$ cat src/rtl/mem_arbiter.sv
// Arbiter/sequencer sharing one byte-wide synchronous RAM between 6-byte fetches and 4-byte data accesses.
// Optional MEM_ARB_RR_EN: round-robin tie-break between fetch and data instead of fixed data priority.
module mem_arbiter #(
   parameter int unsigned IF_BYTES = 6,
   parameter int unsigned ADDR_W   = 32
) (
   input  logic                  clk,
   input  logic                  rst,
   input  logic                  if_req,
   input  logic [ADDR_W-1:0]     if_addr,
   output logic                  if_ack,
   output logic [8*IF_BYTES-1:0] if_inst,
   input  logic                  dm_req,
   input  logic                  dm_we,
   input  logic [ADDR_W-1:0]     dm_addr,
   input  logic [31:0]           dm_wdata,
   output logic                  dm_ack,
   output logic [31:0]           dm_rdata,
   output logic [ADDR_W-1:0]     ram_addr,
   output logic                  ram_we,
   output logic [7:0]            ram_wdata,
   input  logic [7:0]            ram_rdata,
   output logic                  busy
);

   localparam int unsigned DM_BYTES = 4;
   localparam int unsigned MAX_B    = (IF_BYTES > DM_BYTES) ? IF_BYTES : DM_BYTES;
   localparam int unsigned CNT_W    = $clog2(MAX_B + 1);
   localparam int unsigned INST_W   = 8 * IF_BYTES;

   typedef enum logic [2:0] {IDLE, IF_RD, DM_RD, DM_WR, DONE} state_e;

   state_e              state_q, state_d;
   logic [CNT_W-1:0]    cnt_q, cnt_d;
   logic [ADDR_W-1:0]   addr_q, addr_d;
   logic [31:0]         wdata_q, wdata_d;
   logic                if_ack_q, if_ack_d;
   logic                dm_ack_q, dm_ack_d;
   logic [INST_W-1:0]   if_inst_q, if_inst_d;
   logic [31:0]         dm_rdata_q, dm_rdata_d;
   logic [ADDR_W-1:0]   ram_addr_q, ram_addr_d;
   logic                ram_we_q, ram_we_d;
   logic [7:0]          ram_wdata_q, ram_wdata_d;
   logic                busy_q, busy_d;
   logic                grant_dm;
   logic [ADDR_W-1:0]   next_addr;

`ifdef MEM_ARB_RR_EN
   logic last_dm_q, last_dm_d;

   // Tie goes to whoever was not served last; a lone requester always wins.
   always_comb begin
      grant_dm  = dm_req && !(if_req && last_dm_q);
      last_dm_d = last_dm_q;
      if (state_q == IDLE && (dm_req || if_req))
         last_dm_d = grant_dm;
   end

   always_ff @(posedge clk) begin
      if (rst) last_dm_q <= 1'b0;
      else     last_dm_q <= last_dm_d;
   end
`else
   always_comb grant_dm = dm_req;
`endif

   // Address presented in the following cycle, wrapping modulo 2^ADDR_W.
   assign next_addr = addr_q + ADDR_W'(cnt_q) + ADDR_W'(1);

   always_comb begin
      state_d     = state_q;
      cnt_d       = cnt_q;
      addr_d      = addr_q;
      wdata_d     = wdata_q;
      if_ack_d    = 1'b0;
      dm_ack_d    = 1'b0;
      if_inst_d   = if_inst_q;
      dm_rdata_d  = dm_rdata_q;
      ram_addr_d  = ram_addr_q;
      ram_we_d    = 1'b0;
      ram_wdata_d = ram_wdata_q;

      case (state_q)
         IDLE: begin
            if (grant_dm) begin
               addr_d     = dm_addr;
               wdata_d    = dm_wdata;
               cnt_d      = '0;
               ram_addr_d = dm_addr;
               if (dm_we) begin
                  state_d     = DM_WR;
                  ram_we_d    = 1'b1;
                  ram_wdata_d = dm_wdata[7:0];
               end else begin
                  state_d = DM_RD;
               end
            end else if (if_req) begin
               addr_d     = if_addr;
               cnt_d      = '0;
               ram_addr_d = if_addr;
               state_d    = IF_RD;
            end
         end
         // RAM data lags the address by one cycle, so byte cnt-1 arrives at cnt.
         IF_RD: begin
            cnt_d = cnt_q + CNT_W'(1);
            if (cnt_q != '0)
               if_inst_d = {if_inst_q[INST_W-9:0], ram_rdata};
            if (cnt_q < CNT_W'(IF_BYTES - 1))
               ram_addr_d = next_addr;
            if (cnt_q == CNT_W'(IF_BYTES)) begin
               state_d  = DONE;
               if_ack_d = 1'b1;
            end
         end
         DM_RD: begin
            cnt_d = cnt_q + CNT_W'(1);
            if (cnt_q != '0)
               dm_rdata_d = {ram_rdata, dm_rdata_q[31:8]};
            if (cnt_q < CNT_W'(DM_BYTES - 1))
               ram_addr_d = next_addr;
            if (cnt_q == CNT_W'(DM_BYTES)) begin
               state_d  = DONE;
               dm_ack_d = 1'b1;
            end
         end
         // Write data shifts down one byte per beat; the low byte went out at grant.
         DM_WR: begin
            cnt_d = cnt_q + CNT_W'(1);
            if (cnt_q == CNT_W'(DM_BYTES - 1)) begin
               state_d  = DONE;
               dm_ack_d = 1'b1;
            end else begin
               ram_we_d    = 1'b1;
               ram_addr_d  = next_addr;
               ram_wdata_d = wdata_q[15:8];
               wdata_d     = {8'h00, wdata_q[31:8]};
            end
         end
         DONE:    state_d = IDLE;
         default: state_d = IDLE;
      endcase

      busy_d = (state_d != IDLE);
   end

   always_ff @(posedge clk) begin
      if (rst) begin
         state_q     <= IDLE;
         cnt_q       <= '0;
         addr_q      <= '0;
         wdata_q     <= '0;
         if_ack_q    <= 1'b0;
         dm_ack_q    <= 1'b0;
         if_inst_q   <= '0;
         dm_rdata_q  <= '0;
         ram_addr_q  <= '0;
         ram_we_q    <= 1'b0;
         ram_wdata_q <= '0;
         busy_q      <= 1'b0;
      end else begin
         state_q     <= state_d;
         cnt_q       <= cnt_d;
         addr_q      <= addr_d;
         wdata_q     <= wdata_d;
         if_ack_q    <= if_ack_d;
         dm_ack_q    <= dm_ack_d;
         if_inst_q   <= if_inst_d;
         dm_rdata_q  <= dm_rdata_d;
         ram_addr_q  <= ram_addr_d;
         ram_we_q    <= ram_we_d;
         ram_wdata_q <= ram_wdata_d;
         busy_q      <= busy_d;
      end
   end

   assign if_ack    = if_ack_q;
   assign dm_ack    = dm_ack_q;
   assign if_inst   = if_inst_q;
   assign dm_rdata  = dm_rdata_q;
   assign ram_addr  = ram_addr_q;
   assign ram_we    = ram_we_q;
   assign ram_wdata = ram_wdata_q;
   assign busy      = busy_q;

endmodule

$ cat config.mk
export PLATFORM = sky130hd
export DESIGN_NAME = mem_arbiter
export DESIGN_NICKNAME = d
export VERILOG_FILES = /design/src/rtl/mem_arbiter.sv
export SDC_FILE = /design/constraint.sdc
export NUM_CORES = 1
export LEC_CHECK = 0
export BUFFER_PORTS_ARGS = -buffer_cell sky130_fd_sc_hd__buf_2
export CORE_MARGIN = 5
export CORE_UTILIZATION = 56
export CTS_CLUSTER_DIAMETER = 150
export DETAILED_ROUTE_END_ITERATION = 12
export PLACE_DENSITY = 0.83
export SKIP_CTS_REPAIR_TIMING = 1
export SLEW_MARGIN = 25
export SYNTH_ARGS = -nofsm -noshare
export SYNTH_HDL_FRONTEND = slang
export SYNTH_SLANG_ARGS = --single-unit
export TNS_END_PERCENT = 100
$ cat constraint.sdc
create_clock -name clk -period 7.07 [get_ports clk]
set_clock_uncertainty 0.2 [all_clocks]
set_input_delay 0.3535 -clock clk [delete_from_list [all_inputs] [get_ports clk]]
set_output_delay 0.3535 -clock clk [all_outputs]
set_load 0.03 [all_outputs]
== After elaboration in Yosys (flattened, before gate mapping) ==
Cells that the tools add are included.

* Output and inout bits: 124
* Register bits after elaboration: 194

* $add $sub $neg: 3
* $lt $le $gt $ge: 2
* Multiplexer cells: 31
* Bitwise operators: 1
* Equality and inequality tests: 12
* Reduce and logical (&&, ||, !) cells: 16

{| class="wikitable"
|+ Operators by type and width
! operator !! count
|-
| 32-bit two-way mux || 7
|-
| 32-bit case mux with 4 select lines || 1
|-
| 32-bit case mux with 2 select lines || 1
|-
| 32-bit by 1-bit adder with 32-bit output (second input constant) || 1
|-
| 32-bit by 3-bit adder with 32-bit output || 1
|-
| 8-bit two-way mux || 3
|-
| 3-bit two-way mux || 7
|-
| 8-bit case mux with 2 select lines || 1
|-
| 3-bit case mux with 4 select lines || 1
|-
| 2-bit != test (second input constant) || 5
|-
| 3-bit by 2-bit == test with 1-bit output (second input constant) || 3
|-
| 2-bit AND reduction || 4
|-
| 1-bit two-way mux || 7
|-
| 3-bit == test (second input constant) || 2
|-
| 3-bit case mux with 2 select lines || 1
|-
| 2-bit nonzero test || 3
|-
| 3-bit nonzero test || 2
|-
| 5-bit AND reduction || 1
|-
| 1-bit case mux with 2 select lines || 2
|-
| 4-bit AND reduction || 1
|-
| 4-bit nonzero test || 1
|-
| 3-bit by 1-bit adder with 3-bit output (second input constant) || 1
|-
| 3-bit by 1-bit == test with 1-bit output (second input constant) || 1
|-
| 3-bit logical NOT || 1
|-
| other kinds (7) || 7
|}

== Depth between registers and ports, before layout ==
* Word-level depth: 4
* Depth in mapped cells: 11
* Depth with buffers taken out: 10

== Least setup slack after synthesis ==
OpenSTA, ideal clock, no wires.

* Path type: register to register
* Start point: register cnt_q[0]
* End point: register ram_addr_q[28] (netlist: ram_addr[28])
* Setup slack: 4.630 ns
* Setup time: 0.122 ns
* Stages on the path, launching flop included: 10
* Path buffers: 0
* Arrival time: 2.118 ns
* Cell sequence: dfxtp_1 > inv_1 > ha_1 > inv_1 > fa_1 > a21oi_1 > nor4_2 > nand4_1 > xnor2_1 > a221o_1

* Longest elaborated chain between the ends: 4
* Elaborated cells on any way between the ends: 13
* Classes of those cells: add/sub: 2; order compare: 2; eq/ne: 4; mux: 4; reduce/logical: 1

{| class="wikitable"
|+ RTL lines
! item !! RTL line !! source
|-
| start, declared || 34 || <nowiki>logic [CNT_W-1:0] cnt_q, cnt_d;</nowiki>
|-
| start signal, assigned || 163 || <nowiki>cnt_q <= cnt_d;</nowiki>
|-
| 32-bit by 3-bit adder with 32-bit output || 68 || <nowiki>assign next_addr = addr_q + ADDR_W'(cnt_q) + ADDR_W'(1);</nowiki>
|-
| 32-bit by 1-bit adder with 32-bit output || 68 ||
|-
| 32-bit two-way mux, on equally long branches || 130, 109, 120 ||
|-
| 32-bit case mux with 4 select lines || 83 || <nowiki>case (state_q)</nowiki>
|-
| end signal, assigned || 170 || <nowiki>ram_addr_q <= ram_addr_d;</nowiki>
|-
| end, declared || 41 || <nowiki>logic [ADDR_W-1:0] ram_addr_q, ram_addr_d;</nowiki>
|}

Parallel ways exist; a longest one is shown, timed or not. The select of a mux whose other input is x is not followed.
A chain may end at the register's enable or synchronous reset.

==> impl_metrics.tcl <==
set metrics [dict create \
    status "complete, but fails checks" \
    io_buffer_count 232 \
    critPathTopFamily "simple AND/OR/NAND/NOR gates" \
    violations "negative hold slack" \
    grt_max_degree 113 \
    place_congestion 0.849 \
    dp_hpwl_mm 14.2 \
    cp_data_required_time_ps 7210 \
    seq_area_frac_synth_pct 46.1 \
    multiInputGateArea_mm2 0.00402 \
    report.final.slew_viol_count 0 \
    hold_depth 3 \
    die-width_um 130 \
    max-clock-path-buffers 2 \
    cts_tree "built" \
    finalHoldViolCount 4 \
    n_fill_cell 1148 \
    die_h_um 130 \
    drtAntennaViolNets 0 \
    maxCapViolations 0 \
    cts-buffers-inserted 17 \
    routedWlPerCell_um 15.4 \
    drive_gt1_share_pct 26.1 \
    cts-htree-levels 4 \
    post-route-period-util_pct 51.7 \
    synth-seq-cells 186 \
    rsz0062_at_grt "false" \
    die_area_mm2 0.0169 \
    synth_cell_type_count 53 \
    slowest_delay_ps 670 \
    fmax_ghz 0.273 \
    grt_overflow 0 \
    seqCellArea_mm2 0.00372 \
    hold_class "in2reg" \
    vdd_ir_drop_max_v 0.000163 \
    synth_nets 1072 \
    clk_latency_ps 430 \
    ff2ff_path_depth 9 \
    start_util_pct 57.7 \
    setup_viol 0 \
    post-route-min-period_ps 3660 \
    syn_area_per_cell_um2 8.46 \
    synth-async-reset-ratio_pct 0 \
    fin_hold_ws_ps -16.2 \
    syn_to_final_growth_pct 23.7 \
    drt_wl_total_mm 20.7 \
    crit_type "reg2reg" \
    max_slew_margin_pct 41.3 \
    p_leak_uw 0.00439 \
    postSynthCellCount 955 \
    drc_errors 0 \
    route.vias.total 7357 \
    cp_slowest_cell "nand3b_2" \
    grt_pass1_wl_mm 32.7 \
    cp.depth 9 \
    grt_pass1_vias 6851 \
    rows 43 \
    track_usage_pct 23.8 \
    critPathBufInv 2 \
    ios 233 \
    path_cells "inv_1 -> ha_1 -> mux2_4 -> a211oi_4 -> nand3b_2 -> nor2_4 -> buf_4 -> nor2_1 -> a211oi_2" \
    endpoint_kind "flop" \
    design.core.area_mm2 0.0140 \
    power_per_cell_area_mw_per_mm2 282 \
    ys.flop_type "dfxtp_1" \
    cts_root_buf "clkbuf_16" \
    num-nets-final 1270 \
    drtIter0Drc 730 \
    antenna_found_initial 1 \
    arrival_ps 3800 \
    cts_sinks 186 \
    synth_edf_count 0 \
    netlist_area_mm2 0.00808 \
    drt-pass1-iter-count 5 \
    yosys_warnings 0 \
    vias_per_cell 5.46 \
    clkTransAtPathRegs_ps 60 \
    worstMarginPinSlew_ps 876 \
    start_kind "flop" \
    fin_setup_tns_ps 0 \
    cp_max_fo 54 \
]
## power by group
part | switching [µW] | internal [µW] | leakage [µW]
Clock | 403 | 641 | 0.000318
Combinational | 352 | 200 | 0.00255
Sequential | 74.1 | 1140 | 0.00152
Total | 830 | 1980 | 0.00439
## cells by family after synthesis
group	synth area share (%)
XOR/XNOR	3.04
multiplexers	7.14
AND/OR/NAND/NOR	19.1
buffers and inverters	4.23
flip-flops	46.1
adder cells (fa/ha/maj)	1.33
AO/OA/AOI/OAI	19.1
## cell usage in the layout, fill, tap and decap left out, types with 3 or more instances in the layout
cell and instances:
a211oi_1 36, a211oi_2 20, a21o_1 3, a21oi_1 125
a221o_1 4, a22oi_1 10, a32o_1 4, and3_1 4
and4_1 4, buf_2 230, buf_4 7, bufinv_16 5
clkbuf_16 17, clkinv_4 4, dfxtp_1 186, dlygate4sd3_1 11
ha_1 7, inv_1 6, mux2i_1 55, nand2_1 211
nand3_1 16, nand3b_1 3, nand4_1 9, nor2_1 92
nor2b_1 4, nor3_1 8, o211ai_1 4, o21ai_0 13
o22ai_1 3, xnor2_1 17, xor2_1 11
## metal layers
| metal | global-route usage, % | vias up | part of all wire, % | wire [µm] |
|---|---|---|---|---|
| li1 | - | 3696 | - | - |
| met1 | 29.8 | 3349 | 41 | 8520 |
| met2 | 39.2 | 263 | 48 | 9980 |
| met3 | 5.89 | 49 | 7.7 | 1600 |
| met4 | 9.84 | 0 | 2.9 | 595 |
| met5 | 0 | - | 0 | 0 |
## cells in the mapped netlist (6+ instances only)
cell      count  area, µm²
clkbuf_1     43        161
ha_1          7       87.6
buf_2        15       75.1
xor2_1       11       96.3
a21oi_1     126        631
nand3_1      16       80.1
a211oi_2     20        250
dfxtp_1     186       3720
nor2_1       92        345
nand4_1       9       56.3
nor3_1        8       40.0
o21ai_0      13       65.1
buf_1         7       26.3
mux2i_1      55        551
a22oi_1      10       75.1
inv_1         6       22.5
a211oi_1     36        270
nand2_1     212        796
xnor2_1      17        149
## worst min-delay path, cell delays in order
cell	delay, ps
buf_2	80
a22oi_1	60
nor2_1	80
## final cells by class
type / count / share of cell area (%)
tap: 180 / 2.25
clock inverter: 13 / 2.15
multi-input combinational: 692 / 40.3
antenna: 1 / 0.0250
clock buffer: 19 / 4.43
sequential: 186 / 37.3
timing repair buffer: 250 / 13.4
inverter: 6 / 0.225
## stage by stage
step	setup WS (ps)	instance area [µm²]	cells	power (µW)	utilization, %
after floorplan	4630	8080	955	1640	-
after global placement	3480	9210	1303	1770	65.8
after detailed placement	3290	9220	1303	1780	65.9
after CTS	3380	9870	1335	2820	70.6
after global routing	3120	9990	1347	2940	71.4
final	3410	9990	1347	2810	71.4
## path summary, 6_finish.rpt
kind	startpoint	end	slack [ps]
setup / recovery	cnt_q[2]	addr_q[4]	3410
hold / removal	dm_wdata[24]	wdata_q[24]	-20
setup reg to reg	cnt_q[2]	addr_q[4]	3410
hold reg to reg	if_inst[45]	if_inst[45]	250
## sequential cells by signal, indices dropped and copies added (netlist names)
name	count
busy	1
ram_addr	32
state_q	3
if_inst	48
dm_ack	1
ram_we	1
cnt_q	3
addr_q	32
wdata_q	24
if_ack	1
ram_wdata	8
dm_rdata	32
No activity file was read; power rests on OpenSTA's default activity.
